$ cat config.mk
export PLATFORM = sky130hd
export DESIGN_NAME = px_adc_responder
export DESIGN_NICKNAME = d
export VERILOG_FILES = /design/src/rtl/px_adc_responder.sv
export SDC_FILE = /design/constraint.sdc
export NUM_CORES = 1
export LEC_CHECK = 0
export ABC_CLOCK_PERIOD_IN_PS = 1630
export BUFFER_PORTS_ARGS = -buffer_cell sky130_fd_sc_hd__buf_2
export CAP_MARGIN = 5
export CORE_ASPECT_RATIO = 0.8
export CORE_MARGIN = 4
export CORE_UTILIZATION = 33
export DETAILED_ROUTE_END_ITERATION = 8
export PLACE_DENSITY_LB_ADDON = 0.15
export SYNTH_ARGS = -nofsm -noshare
export SYNTH_HDL_FRONTEND = slang
export SYNTH_SLANG_ARGS = --single-unit
$ cat constraint.sdc
create_clock -name clk -period 1.63 [get_ports clk]
set_input_delay 0.2445 -clock clk [delete_from_list [all_inputs] [get_ports clk]]
set_output_delay 0.2445 -clock clk [all_outputs]
set_load 0.03 [all_outputs]
$ cat src/rtl/px_adc_responder.sv
// px_adc_responder: FPGA-side emulation of the 3-wire pixel-ADC serial link; optional PX_ADC_RAMP_PATTERN_EN
// replaces the sample handshake with an internal ramp word source.
module px_adc_responder #(
    parameter int DATA_BITS  = 10,
    parameter int LEAD_ZEROS = 3,
    parameter int FRAME_BITS = 16
) (
    input  logic                 clk,
    input  logic                 rst,
    input  logic                 adc_cs,
    input  logic                 adc_sclk,
    output logic                 adc_sdata,
    output logic                 adc_sdata_oe,
    input  logic [DATA_BITS-1:0] sample_data,
    input  logic                 sample_valid,
    output logic                 sample_ready,
    output logic                 frame_done,
    output logic                 frame_short,
    output logic                 underrun
);
    localparam int CW    = $clog2(FRAME_BITS);
    localparam int TRAIL = FRAME_BITS - LEAD_ZEROS - DATA_BITS;

    typedef enum logic [1:0] {IDLE, SHIFT, HOLD} state_t;

    state_t                state;
    logic [2:0]            cs_sync, sclk_sync;
    logic                  cs_fall, cs_rise, sclk_fall, start, fresh;
    logic [FRAME_BITS-1:0] shreg, shifted, frame_word;
    logic [CW-1:0]         bit_cnt;
    logic [DATA_BITS-1:0]  word;

    always_ff @(posedge clk)
        if (rst) begin
            cs_sync   <= '1;
            sclk_sync <= '1;
        end else begin
            cs_sync   <= {cs_sync[1:0], adc_cs};
            sclk_sync <= {sclk_sync[1:0], adc_sclk};
        end

    assign cs_fall    = cs_sync[2] & ~cs_sync[1];
    assign cs_rise    = ~cs_sync[2] & cs_sync[1];
    assign sclk_fall  = sclk_sync[2] & ~sclk_sync[1];
    assign start      = state == IDLE && cs_fall;
    assign shifted    = shreg << 1;
    assign frame_word = FRAME_BITS'(word) << TRAIL;

`ifdef PX_ADC_RAMP_PATTERN_EN
    logic [DATA_BITS-1:0] ramp;
    logic                 unused_ok;

    always_ff @(posedge clk)
        if (rst)
            ramp <= '0;
        else if (start)
            ramp <= ramp + 1'b1;

    assign word         = ramp;
    assign fresh        = 1'b1;
    assign sample_ready = 1'b0;
    assign unused_ok    = ^{sample_data, sample_valid};
`else
    logic [DATA_BITS-1:0] hold_word, last_word;
    logic                 pending;

    // A frame start consumes the pending sample; otherwise the accept path may load a new one in the same cycle.
    always_ff @(posedge clk)
        if (rst) begin
            pending   <= 1'b0;
            hold_word <= '0;
            last_word <= '0;
        end else begin
            if (start)
                last_word <= word;
            if (start && pending)
                pending <= 1'b0;
            else if (sample_valid && !pending) begin
                pending   <= 1'b1;
                hold_word <= sample_data;
            end
        end

    assign word         = pending ? hold_word : last_word;
    assign fresh        = pending;
    assign sample_ready = !pending;
`endif

    always_ff @(posedge clk)
        if (rst) begin
            state        <= IDLE;
            shreg        <= '0;
            bit_cnt      <= '0;
            adc_sdata    <= 1'b0;
            adc_sdata_oe <= 1'b0;
            frame_done   <= 1'b0;
            frame_short  <= 1'b0;
            underrun     <= 1'b0;
        end else begin
            frame_done  <= cs_rise && state == HOLD;
            frame_short <= cs_rise && state == SHIFT;
            underrun    <= start && !fresh;
            if (cs_rise) begin
                state        <= IDLE;
                adc_sdata    <= 1'b0;
                adc_sdata_oe <= 1'b0;
            end else if (start) begin
                state        <= SHIFT;
                shreg        <= frame_word;
                adc_sdata    <= frame_word[FRAME_BITS-1];
                adc_sdata_oe <= 1'b1;
                bit_cnt      <= '0;
            end else if (sclk_fall && state == SHIFT) begin
                shreg     <= shifted;
                adc_sdata <= shifted[FRAME_BITS-1];
                bit_cnt   <= bit_cnt + 1'b1;
                if (bit_cnt == CW'(FRAME_BITS - 1))
                    state <= HOLD;
            end else if (sclk_fall && state == HOLD)
                adc_sdata <= 1'b0;
        end
endmodule

* After elaboration in Yosys (flattened, before gate mapping)
Cells that the tools add are included.
** Word-level totals
- Register bits after elaboration :: 53
- Input bits :: 15
- Output and inout bits :: 6
** Cells by class
- Add/subtract/negate cells :: 1
- Equal/unequal tests :: 3
- Muxes and demuxes :: 10
- Bitwise logic cells :: 8
- Reduce and logical (&&, ||, !) cells :: 20
** Operators by type and width (number)
- $mux W15 :: 2
- $mux W10 :: 1
- $logic_and A1 B1 Y1 :: 8
- $mux W4 :: 2
- $reduce_and A2 Y1 :: 4
- $reduce_bool A2 Y1 :: 3
- $mux W1 :: 5
- $not A1 Y1 :: 5
- $add A4 B1 Y4 const B :: 1
- $eq A4 B4 Y1 const B :: 1
- $reduce_or A2 Y1 :: 2
- $and A1 B1 Y1 :: 3
- $reduce_or A3 Y1 :: 1
- $eq A2 B1 Y1 const B :: 1
- $eq A2 B2 Y1 const B :: 1
- $logic_not A2 Y1 :: 1
- $logic_not A1 Y1 :: 1

* Longest topological paths before layout
Gate-level depths: netlist (run 1).
- Depth in word-level cells :: 6
- Depth in mapped cells :: 6
- Gate-level depth less buffers :: 4

* Least setup slack after synthesis (run 1)
OpenSTA, ideal clock, no wires.
- Path kind :: reg2reg
- Start point :: register state[0]
- End point :: register bit_cnt[3]
- Data arrival time :: 1.285 ns
- Required time :: 1.502 ns
- Slack :: 0.217 ns
- Cell stages (with the launch flop) :: 6
- Buffers on the path :: 1
- Period minus slack after synthesis :: 1.413 ns
- Cells stage by stage :: dfxtp_1 or4b_1 clkbuf_1 nand2_1 mux2_2 nor2_1
** On the way
- Cells in the longest elaborated chain, start to end :: 4
- Elaborated cells on any way between the ends :: 7
** Ends and longest elaborated chain
- from (decl) :: RTL line 26 : state_t state;
- from (signal assigned) :: RTL line 91 : state <= IDLE;
- from (signal assigned) :: RTL line 104 : state <= IDLE;
- from (signal assigned) :: RTL line 108 : state <= SHIFT;
- $eq A2 B1 Y1 or $logic_not A2 Y1 (tied branches) :: RTL line 113, 45
- $logic_and A1 B1 Y1 (on tied branches) :: RTL line 113, 45
- $reduce_bool A2 Y1 (no source line)
- $reduce_and A2 Y1 (no source line)
- to (signal assigned) :: RTL line 116 : bit_cnt <= bit_cnt + 1'b1;
- to (decl) :: RTL line 30 : logic [CW-1:0] bit_cnt;
Several ways; a longest one is shown, not always the timed one.
A chain may end at the register's enable or synchronous reset.

* Worst setup path in the final report (run 1)
- Start point :: register state[1]
- End point :: register bit_cnt[3]
The elaborated chain is that of the path after synthesis.

==> results of run 1 <==
==> area by class of cell <==
cell class | count | area, um2
tap | 78 | 97.59
clock inverter | 3 | 40.04
timing repair buffer | 32 | 206.4
fill | 605 | 3284
clock buffer | 5 | 68.82
multi-input combinational | 154 | 878.3
inverter | 2 | 7.507
sequential | 50 | 1002
==> cell usage in the layout (no fill, tap or decap), drive strengths merged, types with 2 or more instances in the layout <==
cell,synthesis,final
dfxtp,50,50
nor3,2,2
nand3,5,5
buf,7,32
a21oi,29,29
nor2b,3,3
nand2,49,49
nor3b,9,9
nor2,14,14
nor4b,2,2
mux2,3,3
o211ai,9,9
or2,6,6
clkinv,0,2
clkbuf,7,5
mux2i,9,9
inv,2,2
==> per-stage QoR <==
step                      utilization  hold slack [ps]  cell area (um2)
final                          0.4120            116.2             2301
after global placement         0.3916            391.4             2187
after floorplan                     -            348.3             1953
after detailed placement       0.3916            398.6             2187
after CTS                      0.4111            105.9             2296
after global routing           0.4120            109.3             2301
==> path summary, 6_finish.rpt <==
| path | endpoint | slack (ps) | depth (start not counted) |
|---|---|---|---|
| setup / recovery | bit_cnt[3] | 120 | 4 |
| setup reg to reg | bit_cnt[3] | 120 | 4 |
| hold / removal | cs_sync[0] | 120 | 2 |
| hold reg to reg | cs_sync[1] | 420 | 1 |
==> registers in the layout (all words and copies together) (netlist names) <==
register and cells:
state 2, frame_done 1, underrun 1, frame_short 1, last_word 10, cs_sync 3
shreg 12, sclk_sync 3, hold_word 10, adc_sdata_oe 1, adc_sdata 1, fresh 1
bit_cnt 4
==> cells by family (layout without fill, tap and decap cells) <==
logic type      count (synthesis)  count (layout)  synth area share
buf+inv                        16              42           0.03780
mux                            12              12           0.06342
simple gates                   98              98            0.2505
fa+ha+maj                       1               1          0.006405
compound gates                 43              43            0.1294
flops                          50              50            0.5125
==> layer usage <==
layer	vias up	global-route usage
met2	14	0.1623
met4	0	0.03896
met5	-	0
li1	801	-
met3	6	0.04207
met1	676	0.1604
==> power by group <==
group | switching, mW | leakage (nW) | internal (mW)
combinational | 0.112 | 0.391 | 0.0922
clock | 0.405 | 0.0579 | 0.452
sequential | 0.0277 | 0.408 | 1.26
==> results.sh, run 1 <==
export IMPL_status="completed"
export IMPL_drt_iter0_drc=65
export IMPL_antenna_found_initial=0
export IMPL_r2r_start="state[1]"
export IMPL_grt_pass1_vias=1413
export IMPL_vdd_drop_max_mv=0.3896
export IMPL_syn_area_per_cell_um2=8.878
export IMPL_synth_most_common_cell="dfxtp_1"
export IMPL_synthArstFlopShare=0
export IMPL_postCtsSetupBuffers=0
export IMPL_grt_pass1_wl_um=6541
export IMPL_tns_ps=0
export IMPL_antenna_cells=0
export IMPL_drtAntennaViolNets=0
export IMPL_die_h_um=76.81
export IMPL_worst_path_max_fanout=9
export IMPL_fin_cells=324
export IMPL_cp_slowest_stage_delay_ps=700
export IMPL_cts_inserted_buffers=5
export IMPL_drtPass1Iterations=4
export IMPL_wl_met3_um=138
export IMPL_place_ws_ps=78.97
export IMPL_critPathLaunchType="flop"
export IMPL_topRoutingLayerUsed="met4"
export IMPL_die_w_um=94.01
export IMPL_core_um2=5585
export IMPL_clock_sinks=50
export IMPL_syn2layout_area_growth_pct=17.81
export IMPL_ys_seq_elements=50
export IMPL_grt_setup_unrepaired="no"
export IMPL_vias=1497
export IMPL_fp_row_count=24
export IMPL_route_met2_wl_um=1612
export IMPL_ios=21
export IMPL_nNetsFinal=261
export IMPL_wl_met1_um=2094
export IMPL_cp_arrival_ps=1700
export IMPL_yosys_warnings=0
export IMPL_syn_inst=220
export IMPL_routed_wl_um=3898
export IMPL_grt_max_degree=38
export IMPL_startpoint="state[1]"
export IMPL_path_clk_slew_ps=80
export IMPL_port_buffers=20
export IMPL_total_power_mw=2.351
export IMPL_avgRoutedWirePerCell_um=12.03
export IMPL_min_period_ps=1512
export IMPL_synth_fp_nets=236
export IMPL_setup_ws_ps=117.7
export IMPL_hold_viol_final=0
export IMPL_drc_errors=0
export IMPL_drive_above_1_share=0.2154
export IMPL_synth_edf_count=0
export IMPL_synth_main_ff_cell="dfxtp_1"
export IMPL_setup_violations=0
export IMPL_die_area_um2=7221
export IMPL_yosysTopAreaCell="dfxtp_1"
export IMPL_clock_latency_ps=310
export IMPL_crit_buf_inv=0
export IMPL_path_class="flop to flop"
export IMPL_vias_per_cell=4.620
export IMPL_synthesis_area_um2=1953
export IMPL_ys_seq_area_frac=0.5125
export IMPL_tightest_slew_ps=385.6
export IMPL_initial_core_util=0.3497
export IMPL_synth_commonest_cells="dfxtp_1 (50), nand2_1 (49), a21oi_1 (28)"
export IMPL_cts_tree="built"
export IMPL_grt_total_usage=0.1149
export IMPL_grt_overflow_total=0
export IMPL_fin_skew_ps=5.525
export IMPL_endpoint_kind="flop"
export IMPL_slowest_stage="or4b_1"
export IMPL_hpwl_um=2737
export IMPL_p_leak_nw=0.8568
export IMPL_min_from="adc_cs"
export IMPL_max_freq_mhz=661.2
export IMPL_cts_resized=0
export IMPL_cts_max_level=2
export IMPL_cts_root_buf="clkbuf_8"
export IMPL_ys_top_cells_by_area="dfxtp_1 (51%), nand2_1 (9.4%), a21oi_1 (7.2%)"
export IMPL_period_share=0.9278
export IMPL_relSlewSlack=0.7429
export IMPL_required_ps=1820
export IMPL_worstHoldPathType="input port to flop"
export IMPL_cp_cell_sequence="or4b_1 > nand2_1 > mux2_2 > nor2_1"
export IMPL_power_density_nw_per_um2=1022
export IMPL_maxSlewViolCount=0
export IMPL_ys_types=34
export IMPL_placed_cells=316
export IMPL_synth_top_area_frac=0.5125
export IMPL_place_congestion=0.7488
export IMPL_cap_violations=0
export IMPL_path_delay_family="simple AND/OR/NAND/NOR gates"
export IMPL_ctsHoldBuffers=0
export IMPL_cts_buffer_depth=2
Power figures use the tool's default switching activity.
==> run 2: changes to the inputs <==
--- a/config.mk
+++ b/config.mk
@@ -10,7 +10,7 @@
 export CAP_MARGIN = 5
 export CORE_ASPECT_RATIO = 0.8
 export CORE_MARGIN = 4
-export CORE_UTILIZATION = 33
+export CORE_UTILIZATION = 45
 export DETAILED_ROUTE_END_ITERATION = 8
 export PLACE_DENSITY_LB_ADDON = 0.15
 export SYNTH_ARGS = -nofsm -noshare
==> run 2 against run 1 <==
  * Highest routed layer unchanged
  * Count of clock-buffer cells in the layout is 3 higher
  * Non-clock buffer count is 3 lower
  * Via count rose by 0.33%
  * Hold slack better by 4.9 ps
  * Cell area down 1.2%
  * Clock skew increased by 4.0 ps
  * Die area decreased by 24%
  * First-iteration DRC count is 25% higher
  * Sequential power about the same
  * Critical path depth did not move
==> results.sh, run 2 (synthesis results as in run 1) <==
export IMPL_path_delay_family="simple AND/OR/NAND/NOR gates"
export IMPL_core_um2=4178
export IMPL_path_depth=4
export IMPL_grt_total_usage=0.1503
export IMPL_fp_row_count=21
export IMPL_place_congestion=0.7686
export IMPL_drtAntennaViolNets=0
export IMPL_slowest_stage="or4b_1"
export IMPL_period_share=0.9491
export IMPL_die_area_um2=5465
export IMPL_drt_iter0_drc=81
export IMPL_avgRoutedWirePerCell_um=12.14
export IMPL_r2r_slack_ps=80
export IMPL_cts_buffer_depth=2
export IMPL_fin_skew_ps=9.487
export IMPL_min_period_ps=1547
export IMPL_critPathLaunchType="flop"
export IMPL_hold_slack_ps=121.1
export IMPL_worst_path_max_fanout=9
export IMPL_most_common_layout_cells="dfxtp_1 (50), nand2_1 (49), a21oi_1 (28)"
export IMPL_cp_arrival_ps=1750
export IMPL_vdd_drop_max_mv=0.5733
export IMPL_ctsHoldBuffers=0
export IMPL_nNetsFinal=258
export IMPL_largest_register_ffs=12
export IMPL_hold_viol_final=0
export IMPL_place_ws_ps=96.08
export IMPL_cap_violations=0
export IMPL_antenna_cells=0
export IMPL_grtUsageMet3=0.04459
export IMPL_tightest_slew_ps=349.2
export IMPL_die_w_um=81.66
export IMPL_grt_overflow_total=0
export IMPL_worstHoldPathType="input port to flop"
export IMPL_vias=1502
export IMPL_cts_max_level=2
export IMPL_p_leak_nw=0.8511
export IMPL_endpoint_kind="flop"
export IMPL_grt_setup_unrepaired="no"
export IMPL_cts_inserted_buffers=5
export IMPL_setup_ws_ps=82.98
export IMPL_r2r_cells=4
export IMPL_setup_violations=0
export IMPL_path_clk_slew_ps=90
export IMPL_cp_slowest_stage_delay_ps=730
export IMPL_relSlewSlack=0.7666
export IMPL_largestRegisters="shreg: 12 flops, hold_word: 10 flops, last_word: 10 flops"
export IMPL_drtPass1Iterations=4
export IMPL_routed_wl_um=3643
export IMPL_fillerInstances=404
export IMPL_postCtsSetupBuffers=0
export IMPL_antenna_found_initial=0
export IMPL_grt_pass1_wl_um=6272
export IMPL_max_freq_mhz=646.4
export IMPL_grt_max_degree=38
export IMPL_port_buffers=20
export IMPL_drive_above_1_share=0.2016
export IMPL_cts_root_buf="clkbuf_8"
export IMPL_use_met2=0.2195
export IMPL_drc_errors=0
export IMPL_tns_ps=0
export IMPL_path_class="flop to flop"
export IMPL_cp_cell_sequence="or4b_1 > nand2_1 > mux2_2 > nor2_1"
export IMPL_vias_per_cell=5.007
export IMPL_layout_commonest_cell="dfxtp_1"
export IMPL_cts_resized=0
export IMPL_status="completed"
export IMPL_maxSlewViolCount=0
export IMPL_hold_depth=2
export IMPL_grt_use_met1=0.2073
export IMPL_ios=21
export IMPL_clock_latency_ps=300
export IMPL_crit_buf_inv=0
export IMPL_initial_core_util=0.4675
export IMPL_grt_most_used_layer="met2"
export IMPL_cts_tree="built"
export IMPL_regMostFlops="shreg"
export IMPL_clock_sinks=50
export IMPL_syn2layout_area_growth_pct=16.40
export IMPL_grt_pass1_vias=1336
export IMPL_power_density_nw_per_um2=1019
export IMPL_hpwl_um=2418
export IMPL_die_h_um=66.93
export IMPL_required_ps=1830
## run 2: cell count changes in the layout (fill, tap and decap cells not counted), sizes merged
cell	change
buf	-3
bufinv	-1
clkbuf	+3
clkinv	-2
## run 2: power by group
group / internal (mW) / leakage [nW] / switching [mW] / total [mW]
registers: 1.26 / 0.407 / 0.0238 / 1.29
clock network: 0.429 / 0.0575 / 0.394 / 0.822
logic: 0.0928 / 0.386 / 0.115 / 0.208
total: 1.78 / 0.851 / 0.533 / 2.32
## run 2: per-layer routing
layer / vias to the layer above / routed length, um
li1: 795 / -
met3: 7 / 114
met4: 0 / 48
met2: 18 / 1599
met5: - / 0
met1: 682 / 1880
## run 2: path summary, 6_finish.rpt
path	startpoint	to
setup / recovery	state[0]	bit_cnt[3]
hold / removal	adc_cs	cs_sync[0]
setup reg to reg	state[0]	bit_cnt[3]
hold reg to reg	sclk_sync[0]	sclk_sync[1]
## run 2: through the flow
| step | instances | instance area (um2) | total power, mW | util |
|---|---|---|---|---|
| after detailed placement | 292 | 2163 | 1.527 | 0.5178 |
| after CTS | 300 | 2273 | 2.342 | 0.5442 |
| after global placement | 292 | 2163 | 1.523 | 0.5178 |
| after floorplan | 220 | 1953 | 1.450 | - |
| final | 300 | 2273 | 2.316 | 0.5442 |
| after global routing | 300 | 2273 | 2.421 | 0.5442 |
## run 2: final cells by class
| type | count | area [um2] | area share |
|---|---|---|---|
| multi-input cells | 154 | 878.3 | 0.3864 |
| repair buffers | 29 | 205.2 | 0.09026 |
| clock buffers | 8 | 110.1 | 0.04843 |
| well taps | 57 | 71.32 | 0.03137 |
| inverters | 2 | 7.507 | 0.003302 |
| flip-flops and latches | 50 | 1001 | 0.4403 |
